### src/rtl/cbsc_pkg.sv
// Shared constants and FSM state type for the stochastic-number generator/counter pair.
package cbsc_pkg;

   localparam int CBSC_N_BITS = 7;

   typedef enum logic [1:0] {
      IDLE  = 2'd0,
      ACCUM = 2'd1,
      DONE  = 2'd2
   } cbsc_state_e;

endpackage

### src/rtl/cbsc_sn_counter_if.sv
// Handshake/result bundle between a stochastic bitstream source and the counter.
interface cbsc_sn_counter_if #(
   parameter int N_BITS = cbsc_pkg::CBSC_N_BITS
);
   logic              start;
   logic              x_sn;
   logic              in_valid;
   logic              busy;
   logic [N_BITS:0]   y;
   logic              y_valid;

   modport master (
      output start, x_sn, in_valid,
      input  busy, y, y_valid
   );

   modport slave (
      input  start, x_sn, in_valid,
      output busy, y, y_valid
   );
endinterface

### src/rtl/cbsc_sn_win_cnt.sv
// Window bit counter: down-counts remaining valid bits, tc marks the last bit of the window.
module cbsc_sn_win_cnt #(
   parameter int N_BITS = 7
) (
   input  logic clk,
   input  logic rst,
   input  logic load,
   input  logic first_bit,
   input  logic step,
   output logic tc
);
   localparam logic [N_BITS-1:0] ALL_BITS = {N_BITS{1'b1}};
   localparam logic [N_BITS-1:0] ONE      = N_BITS'(1);

   logic [N_BITS-1:0] rem_q;

   // rem_q holds (valid bits still to sample) - 1; a valid start-cycle bit is already consumed
   always_ff @(posedge clk) begin
      if (!rst) begin
         rem_q <= '0;
      end else if (load) begin
         rem_q <= first_bit ? (ALL_BITS - ONE) : ALL_BITS;
      end else if (step) begin
         rem_q <= rem_q - ONE;
      end
   end

   assign tc = (rem_q == '0);
endmodule

### src/rtl/cbsc_sn_counter.sv
// Stochastic bitstream to binary decoder over windows of 2^N_BITS valid bits.
// Optional macro CBSC_SN_SAT_EN clamps the all-ones window result to 2^N_BITS-1.
//
// state | meaning
// IDLE  | waiting for start; stream ignored
// ACCUM | window open, counting valid bits and ones
// DONE  | one-cycle result strobe; start here opens the next window
module cbsc_sn_counter
   import cbsc_pkg::*;
#(
   parameter int N_BITS = CBSC_N_BITS
) (
   input logic               clk,
   input logic               rst,
   cbsc_sn_counter_if.slave  bus
);
   localparam logic [N_BITS:0] W_CNT   = {1'b1, {N_BITS{1'b0}}};
   localparam logic [N_BITS:0] SAT_MAX = {1'b0, {N_BITS{1'b1}}};

   cbsc_state_e     state_q, state_d;
   logic [N_BITS:0] ones_q, ones_d;
   logic [N_BITS:0] y_q, y_d;
   logic [N_BITS:0] ones_sum;
   logic [N_BITS:0] y_final;
   logic            cnt_load, cnt_step, cnt_tc;

   cbsc_sn_win_cnt #(.N_BITS(N_BITS)) u_win_cnt (
      .clk       (clk),
      .rst       (rst),
      .load      (cnt_load),
      .first_bit (bus.in_valid),
      .step      (cnt_step),
      .tc        (cnt_tc)
   );

   assign ones_sum = ones_q + {{N_BITS{1'b0}}, bus.x_sn};

`ifdef CBSC_SN_SAT_EN
   assign y_final = (ones_sum == W_CNT) ? SAT_MAX : ones_sum;
`else
   assign y_final = ones_sum;
`endif

   always_ff @(posedge clk) begin
      if (!rst) begin
         state_q <= IDLE;
         ones_q  <= '0;
         y_q     <= '0;
      end else begin
         state_q <= state_d;
         ones_q  <= ones_d;
         y_q     <= y_d;
      end
   end

   always_comb begin
      state_d  = state_q;
      ones_d   = ones_q;
      y_d      = y_q;
      cnt_load = 1'b0;
      cnt_step = 1'b0;
      case (state_q)
         IDLE, DONE: begin
            if (bus.start) begin
               state_d  = ACCUM;
               cnt_load = 1'b1;
               ones_d   = {{N_BITS{1'b0}}, bus.in_valid & bus.x_sn};
            end else begin
               state_d = IDLE;
            end
         end
         ACCUM: begin
            if (bus.in_valid) begin
               cnt_step = 1'b1;
               ones_d   = ones_sum;
               if (cnt_tc) begin
                  state_d = DONE;
                  y_d     = y_final;
               end
            end
         end
         default: state_d = IDLE;
      endcase
   end

   assign bus.busy    = (state_q == ACCUM);
   assign bus.y_valid = (state_q == DONE);
   assign bus.y       = y_q;
endmodule

### src/flat_wrapper.sv
// flat-port wrapper written by rule: the top's interface ports become plain ports
module cbsc_sn_counter_flat import cbsc_pkg::*;
#(
   parameter int N_BITS = CBSC_N_BITS
)
  (clk, rst, bus_start, bus_x_sn, bus_in_valid, bus_busy, bus_y, bus_y_valid);
  cbsc_sn_counter_if #(.N_BITS(N_BITS)) bus_i ();
  input logic clk;
  input logic rst;
  input wire logic [$bits(bus_i.start)-1:0] bus_start;
  input wire logic [$bits(bus_i.x_sn)-1:0] bus_x_sn;
  input wire logic [$bits(bus_i.in_valid)-1:0] bus_in_valid;
  output wire logic [$bits(bus_i.busy)-1:0] bus_busy;
  output wire logic [$bits(bus_i.y)-1:0] bus_y;
  output wire logic [$bits(bus_i.y_valid)-1:0] bus_y_valid;
  assign bus_i.start = bus_start;
  assign bus_i.x_sn = bus_x_sn;
  assign bus_i.in_valid = bus_in_valid;
  assign bus_busy = bus_i.busy;
  assign bus_y = bus_i.y;
  assign bus_y_valid = bus_i.y_valid;
  cbsc_sn_counter #(.N_BITS(N_BITS)) u_core (.clk(clk), .rst(rst), .bus(bus_i));
endmodule
### config.mk
export PLATFORM = sky130hd
export DESIGN_NAME = cbsc_sn_counter_flat
export DESIGN_NICKNAME = d
export VERILOG_FILES = /design/src/rtl/cbsc_pkg.sv /design/src/rtl/cbsc_sn_counter_if.sv /design/src/rtl/cbsc_sn_win_cnt.sv /design/src/rtl/cbsc_sn_counter.sv /design/src/flat_wrapper.sv
export SDC_FILE = /design/constraint.sdc
export NUM_CORES = 1
export LEC_CHECK = 0
export CORE_MARGIN = 2
export CORE_UTILIZATION = 48
export DETAILED_ROUTE_END_ITERATION = 7
export PLACE_DENSITY = 0.79
export SLEW_MARGIN = 25
export SYNTH_ARGS = -nofsm -noshare
export SYNTH_HDL_FRONTEND = slang
export SYNTH_SLANG_ARGS = --single-unit
### constraint.sdc
create_clock -name clk -period 1.5 [get_ports clk]
set_clock_uncertainty 0.05 [all_clocks]
set_input_delay 0.15 -clock clk [delete_from_list [all_inputs] [get_ports clk]]
set_output_delay 0.15 -clock clk [all_outputs]
set_load 0.02 [all_outputs]
* After elaboration in Yosys (flattened, before gate mapping) *
Index checks and enable logic that the tools add are counted.

word-level totals
  register bits = 25
  bits of input ports = 5
  output and inout bits = 10
  logic and storage cells = 34

cells by class
  add/subtract/negate cells = 2
  equality and inequality tests = 5
  muxes and demuxes = 14
  bitwise logic cells = 1
  reductions and logical operators = 8

operator list
  cell                 number
  $mux 8               2
  $pmux 8 s2           1
  $mux 7               2
  $add 8x1->8          1
  $logic_not 7->1      1
  $sub 7x1->7 const B  1
  $mux 1               6
  $reduce_and 3->1     2
  $mux 2               2
  $ne 2x2->1 const B   2
  $pmux 2 s2           1
  $reduce_bool 2->1    2
  $eq 2x1->1 const B   1
  $eq 2x2->1 const B   1
  $logic_not 2->1      1
  $ne 2x1->1 const B   1
  $reduce_and 2->1     1
  $reduce_or 2->1      1
  $and 1x1->1          1

* Longest topological paths before layout *
Gate-level depths: netlist of run 1.

  word-level depth = 4
  depth in mapped cells = 7

* Cells and area by module *
From an unflattened synthesis of run 1, not the netlist that was laid out.

unflattened totals
  cell total of the unflattened synthesis = 138
  area total of the unflattened synthesis = 1271.2 sq um

by module, submodules not included
  module           times used  cells an instance  area an instance (sq um)  sequential area each (sq um)
  cbsc_sn_counter  1           97                 884.6                     360.3
  cbsc_sn_win_cnt  1           41                 386.6                     140.1

* Worst setup path after synthesis of run 1 *
No wires, ideal clock.

  path type = register to register
  start point = reg u_core.u_win_cnt.rem_q[3]
  end point = reg u_core.y_q[7] (netlist: u_core.bus.y[7])
  library setup time = 66 ps
  arrival time = 1518 ps
  required time = 1384 ps
  setup slack = -134 ps
  stages on the path, launching flop included = 6
  buffers on the path = 1
  clock period less this slack = 1634 ps
  path through = dfxtp_1 -> or4_4 -> nor4_4 -> buf_6 -> o21ai_2 -> a21oi_2

on the way
  word-level cells in the longest chain between the ends = 2

ends and longest elaborated chain
  what                               line                   RTL
  start, declared                    cbsc_sn_win_cnt.sv:15  logic [N_BITS-1:0] rem_q;
  start signal, assigned             cbsc_sn_win_cnt.sv:22  rem_q <= first_bit ? (ALL_BITS - ONE) : ALL_BITS;
  start signal, assigned             cbsc_sn_win_cnt.sv:24  rem_q <= rem_q - ONE;
  $logic_not 7->1                    cbsc_sn_win_cnt.sv:28  assign tc = (rem_q == '0);
  $reduce_and 3->1 (no source line)  -
  end signal, assigned               cbsc_sn_counter.sv:52  y_q <= y_d;
  end, declared                      cbsc_sn_counter.sv:22  logic [N_BITS:0] y_q, y_d;

Every way passes these cells.
A chain may end at the register's enable or synchronous reset.

* Worst setup path in the final report of run 1 *
  start point = reg u_core.u_win_cnt.rem_q[3]
  end point = reg u_core.state_q[0]

on the way
  word-level cells in the longest chain between the ends = 3

ends and longest elaborated chain
  what                               line                   RTL
  $logic_not 7->1                    cbsc_sn_win_cnt.sv:28
  $ne 2x1->1 (no source line)        -
  $reduce_and 2->1 (no source line)  -
  end signal, assigned               cbsc_sn_counter.sv:50  state_q <= state_d;
  end, declared                      cbsc_sn_counter.sv:20  cbsc_state_e state_q, state_d;

Every way passes these cells.

==> results.json, run 1 <==
{
  "place_area_mm2": 0.00151,
  "coreArea_mm2": 0.00243,
  "worst_pin_slew_ns": 0.371,
  "p_sw_share_pct": 28.5,
  "place.port_buffers": 14,
  "synth-async-reset-ratio_pct": 0,
  "dp.cells": 192,
  "peakVddDrop_uv": 545,
  "grtUsageTotal_pct": 20.4,
  "synth_cells": 133,
  "cts.clk_slew.worst_paths_ns": 0.14,
  "start_util_pct": 49.4,
  "slew_viol_final": 0,
  "antenna_found_initial": 0,
  "hold_end": "u_core.ones_q[0]",
  "violations": "negative setup slack",
  "combPwrFrac_pct": 21.8,
  "syn_to_final_growth_pct": 35.7,
  "layout_min_cycle_time_ns": 1.65,
  "p_leak_nw": 0.688,
  "final_cell_count_no_fill": 198,
  "utilization_pct": 67.1,
  "timing.fmax_ghz": 0.605,
  "power.total_mw": 1.30,
  "fillCellCount": 195,
  "ys.flop_type": "dfxtp_1",
  "yosysUniqueCellTypes": 35,
  "min_path_type": "in2reg",
  "r2r_cells": 6,
  "r2r_end": "u_core.state_q[0]",
  "rsz0062_at_grt": "yes",
  "drc": 0,
  "dieArea_mm2": 0.00292,
  "layout.nets": 178,
  "die_w_um": 54.1,
  "hold_start": "rst",
  "grt_pass1_wl_mm": 4.32,
  "power_density_mw_per_mm2": 800,
  "drive_above_1_share_pct": 32.7,
  "tns_ns": -1.04,
  "wire_per_inst_um": 14.0,
  "route.vias.total": 1083,
  "numCtsBuffers": 3,
  "hold_viol_final": 0,
  "min_delay_path_depth": 3,
  "gr-total-overflow": 0,
  "drv_cap": 0,
  "multiInputGateArea_um2": 714,
  "worstSetupPathType": "reg2reg",
  "grt_max_degree": 15,
  "root_buffer": "clkbuf_4",
  "firstDrtPassIters": 4,
  "cts_max_level": 1,
  "arrival_ns": 1.83,
  "critPathSlowestCell": "or4_4",
  "crit_start": "u_core.u_win_cnt.rem_q[3]",
  "fin_hold_ws_ns": 0.398,
  "dieHeight_um": 54.1,
  "yosys_warnings": 0,
  "ys_seq_elements": 25,
  "final_area_mm2": 0.00163,
  "cp_slowest_stage_delay_ns": 0.55,
  "viasPerCell": 5.47,
  "crit_buf_inv": 2,
  "insertion_delay_ns": 0.31,
  "power.internal_mw": 0.932,
  "worstSetupEndpointType": "flip-flop",
  "grt_pass1_vias": 994,
  "wl_mm": 2.78,
  "clk_path_buf_depth": 2,
  "pin_count": 15,
  "hpwlAfterDp_mm": 1.98,
  "post-route-period-util_pct": 110,
  "rows": 18,
  "dp_slack_ns": -0.323,
  "cp_max_fo": 2,
  "syn_area_mm2": 0.00120,
  "synth-edff-count": 0,
  "p_seq_share_pct": 55.3,
  "reg2reg_from": "u_core.u_win_cnt.rem_q[3]",
  "setup_ws_ns": -0.152,
  "cts_sinks": 25,
  "power.share.clock_pct": 22.9,
  "path_delay_family": "simple AND/OR/NAND/NOR gates",
  "p_switching_mw": 0.373,
  "syn_nets": 142,
  "diodes": 0,
  "synth-seq-area-share_pct": 41.6,
  "start_kind": "flip-flop",
  "drtIter0Drc": 19,
  "cp.required_ns": 1.68,
  "cts_tree": "yes",
  "crit_chain": "or4_4 > buf_4 > buf_6 > nor3_4 > a21oi_2 > o21a_1",
  "antenna_left": 0,
  "status": "complete, but fails checks",
  "place_congestion": 0.862,
  "reg2reg_slack_ns": -0.15,
  "regArea_um2": 509,
  "max-slew-margin-rel_pct": 75.2,
  "syn_area_per_cell_um2": 9.04,
  "finalSetupViolations": 11
}
[routing by layer]
metal / share of wire [%] / GRT usage (%) / vias to the layer above
met4: 0.54 / 4.58 / 0
met1: 44 / 27.0 / 522
met3: 3.3 / 2.22 / 2
met2: 52 / 35.4 / 20
li1: - / - / 539
met5: 0 / 0 / -
[what timing repair did]
action / 4_1_cts / 5_1_grt
endpoints found under the setup margin: 18 / 24
buffers inserted: 1 / 2
hold buffers: 0 / 0
pin swaps: 6 / 5
resized for setup: 15 / 24
[Yosys cell counts, drive strengths merged (2+ instances only)]
| library cell | instances | area share (%) |
|---|---|---|
| clkbuf | 4 | 1.2 |
| nor3 | 6 | 2.5 |
| mux2i | 2 | 1.7 |
| a21boi | 3 | 1.9 |
| a21oi | 11 | 5.5 |
| nand2 | 9 | 2.8 |
| nand2b | 2 | 1.0 |
| and3 | 2 | 1.0 |
| o21a | 4 | 2.5 |
| ha | 4 | 4.2 |
| a311oi | 2 | 1.5 |
| nor2 | 12 | 3.7 |
| xor2 | 3 | 2.2 |
| nor2b | 2 | 1.0 |
| nand3b | 2 | 1.2 |
| nor4 | 2 | 2.3 |
| xnor2 | 8 | 5.8 |
| a211oi | 3 | 1.9 |
| dfxtp | 25 | 42 |
| nand4 | 2 | 1.0 |
| inv | 5 | 1.6 |
| nand3 | 5 | 2.1 |
| o21ai | 6 | 3.4 |
| buf | 2 | 1.4 |
[logic make-up (layout without fill, tap and decap cells)]
logic type	after synthesis	in the layout	share of synthesized area, %
buffers and inverters	11	46	4.16
multiplexers	2	2	1.66
XOR/XNOR	11	11	8.01
flip-flops	25	25	41.6
AO/OA/AOI/OAI	31	31	18.1
AND/OR/NAND/NOR	49	49	22.3
adder cells (fa/ha/maj)	4	4	4.16
[how the worst max path moves through the flow]
stage | endpoint | depth (start not counted)
after detailed placement | u_core.u_win_cnt.rem_q[0] | 5
after global routing | u_core.bus.y[0] | 5
after global placement | u_core.ones_q[6] | 7
after floorplan | u_core.bus.y[7] | 5
final | u_core.state_q[0] | 6
after CTS | u_core.bus.y[7] | 6
[power by group through the flow]
stage	sequential (mW)	clock (mW)	combinational, mW
after floorplan	0.737	0	0.130
after global placement	0.729	0	0.238
after detailed placement	0.732	0	0.248
after CTS	0.718	0.306	0.254
after global routing	0.727	0.333	0.307
final	0.721	0.299	0.285
[layout by cell type, fill, tap and decap left out, types with 4 or more instances in the layout]
| cell type | n |
|---|---|
| buf_4 | 20 |
| dfxtp_1 | 20 |
| nor2_1 | 9 |
| nand2_1 | 9 |
| a21oi_1 | 7 |
| xnor2_1 | 7 |
| nand3_1 | 4 |
| o21a_1 | 4 |
| nor3_1 | 4 |
| a21oi_2 | 4 |
| clkdlybuf4s50_1 | 4 |
| dlymetal6s2s_1 | 4 |
| dlygate4sd2_1 | 4 |
| dfxtp_2 | 4 |
[tightest hold or removal path, cell delays in order]
cell	delay [ns]
clkdlybuf4s50_1	0.42
inv_1	0.11
a311oi_1	0.06
[registers in the layout, summed over array words and instances, names as in the netlist]
signal	cells
u_core.bus.y	8
u_core.ones_q	8
u_core.u_win_cnt.rem_q	7
u_core.state_q	2
[layout make-up]
class | count | share of cell area (%)
timing repair buffer | 37 | 19.9
inverter | 5 | 1.15
clock buffer | 3 | 1.38
sequential | 25 | 31.2
clock inverter | 1 | 0.307
multi-input combinational | 97 | 43.8
tap | 30 | 2.30
Note: power is estimated with default switching activity, not from simulation.
==> run 2, diff against run 1 <==
CORE_UTILIZATION = 54   (was 48)
DONT_BUFFER_PORTS = 1   (was default)
PLACE_DENSITY = 0.78   (was 0.79)
==> run 2 against run 1 <==
- highest routed layer unchanged
- the flow still finishes with violations (negative setup slack)
- flip-flop and latch count unchanged
- largest power group unchanged
- first-iteration DRC count shrank 5.3%
- count of clock-buffer cells in the layout grew 1
- hold slack worse by 0.39 ns
- setup slack worse by 0.015 ns
- non-clock buffer count decreased by 16
- clock power hardly changed
==> results.json, run 2 (synthesis results as in run 1) <==
{
  "rows": 17,
  "coreArea_mm2": 0.00215,
  "worst_pin_slew_ns": 0.609,
  "power_density_mw_per_mm2": 844,
  "numCtsBuffers": 3,
  "hold_start": "bus_in_valid",
  "place_area_mm2": 0.00132,
  "cp_max_fo": 7,
  "p_leak_nw": 0.542,
  "grt_pass1_wl_mm": 4.72,
  "peakVddDrop_uv": 677,
  "grt_max_degree": 15,
  "wl_mm": 2.77,
  "hpwlAfterDp_mm": 1.87,
  "fin_hold_ws_ns": 0.00996,
  "multiInputGateArea_um2": 726,
  "cts_max_level": 1,
  "drtIter0Drc": 18,
  "finalSetupViolations": 10,
  "setup_ws_ns": -0.168,
  "hold_viol_final": 0,
  "worstSetupEndpointType": "flip-flop",
  "syn_to_final_growth_pct": 24.5,
  "rsz0062_at_grt": "yes",
  "cts.clk_slew.worst_paths_ns": 0.14,
  "power.total_mw": 1.26,
  "reg2reg_slack_ns": -0.17,
  "min_delay_path_depth": 2,
  "place_congestion": 0.832,
  "r2r_end": "u_core.bus.y[1]",
  "start_util_pct": 56.0,
  "violations": "negative setup slack",
  "die_w_um": 51.2,
  "clk_path_buf_depth": 2,
  "worstSetupPathType": "reg2reg",
  "tns_ns": -1.19,
  "dieHeight_um": 51.2,
  "cts_sinks": 25,
  "post-route-period-util_pct": 111,
  "firstDrtPassIters": 4,
  "start_kind": "flip-flop",
  "insertion_delay_ns": 0.31,
  "gr-total-overflow": 0,
  "regArea_um2": 502,
  "layout_common_cells": "24 x dfxtp_1, 14 x buf_4, 9 x nor2_1, 9 x nand2_1",
  "layout.nets": 162,
  "grt_pass1_vias": 1065,
  "layout_min_cycle_time_ns": 1.67,
  "wire_per_inst_um": 15.4,
  "min_path_type": "in2reg",
  "timing.fmax_ghz": 0.600,
  "antenna_left": 0,
  "hold_end": "u_core.u_win_cnt.rem_q[0]",
  "route.vias.total": 1045,
  "viasPerCell": 5.81,
  "max-slew-margin-rel_pct": 59.2,
  "r2r_cells": 5,
  "root_buffer": "clkbuf_4",
  "drc": 0,
  "final_area_mm2": 0.00150,
  "drive_above_1_share_pct": 27.6,
  "dieArea_mm2": 0.00262,
  "grtUsageTotal_pct": 24.4,
  "fillCellCount": 163,
  "arrival_ns": 1.83,
  "slew_viol_final": 0,
  "final_common_cell": "dfxtp_1",
  "cts_tree": "yes",
  "diodes": 0,
  "place.port_buffers": 0,
  "pin_count": 15,
  "status": "complete, but fails checks",
  "drv_cap": 0,
  "reg2reg_from": "u_core.u_win_cnt.rem_q[4]",
  "cp.required_ns": 1.66,
  "antenna_found_initial": 0
}
-- run 2: cell count changes in the layout (fill, tap and decap cells not counted), sizes merged --
| cell | before | now |
|---|---|---|
| buf | 23 | 18 |
| clkdlybuf4s15 | 1 | 0 |
| clkdlybuf4s50 | 4 | 0 |
| clkinv | 1 | 0 |
| dlygate4sd2 | 4 | 0 |
| dlygate4sd3 | 0 | 3 |
| dlymetal6s2s | 4 | 0 |
-- run 2: through the flow --
stage | instances | utilization [%] | setup slack, ns
4_1_cts | 178 | 65.7 | -0.139
3_3_place_gp | 170 | 61.4 | -0.0960
6_report | 180 | 69.7 | -0.168
5_1_grt | 180 | 69.7 | -0.253
2_1_floorplan | 133 | - | -0.127
3_5_place_dp | 170 | 61.4 | -0.126
-- run 2: how the worst max path moves through the flow --
stage,from,endpoint,slack [ns]
floorplan,u_core.u_win_cnt.rem_q[3],u_core.bus.y[7],-0.13
global placement,u_core.u_win_cnt.rem_q[3],u_core.bus.y[0],-0.1
detailed placement,u_core.u_win_cnt.rem_q[3],u_core.bus.y[0],-0.13
CTS,u_core.u_win_cnt.rem_q[3],u_core.bus.y[0],-0.14
global route,u_core.u_win_cnt.rem_q[3],u_core.bus.y[0],-0.25
finish,u_core.u_win_cnt.rem_q[4],u_core.bus.y[1],-0.17
-- run 2: final cells by class --
class / count / area share, %
clock buffers: 4 / 1.76
inverters: 5 / 1.25
multi-input cells: 97 / 48.5
well taps: 28 / 2.34
flip-flops and latches: 25 / 33.5
repair buffers: 21 / 12.6
-- run 2: routing by layer --
layer	track usage (%)	wire length, µm	vias to the layer above
li1	-	-	508
met1	29.3	1170	500
met2	41.6	1370	29
met3	5.26	152	8
met4	10.8	76	0
met5	0	0	-
-- run 2: critical path, cell delays in order (launching register included) --
cell and delay (ns):
dfxtp_1 0.35, or4_4 0.53, nor4_4 0.18, buf_6 0.17
mux2i_1 0.22, nor2_1 0.06
-- run 2: repair_timing --
item,in CTS,in global routing
endpoints found under the hold margin,13,0
buffers inserted,1,3
pin swaps,5,3
setup endpoints to repair,11,16
hold buffers,3,0
resized for setup,8,16
-- run 2: power breakdown --
part	total, mW	leakage, nW	switching, mW	internal, mW
registers	0.724	0.204	0.0291	0.695
logic	0.238	0.323	0.130	0.109
clock network	0.301	0.0150	0.197	0.104
total	1.26	0.542	0.356	0.907
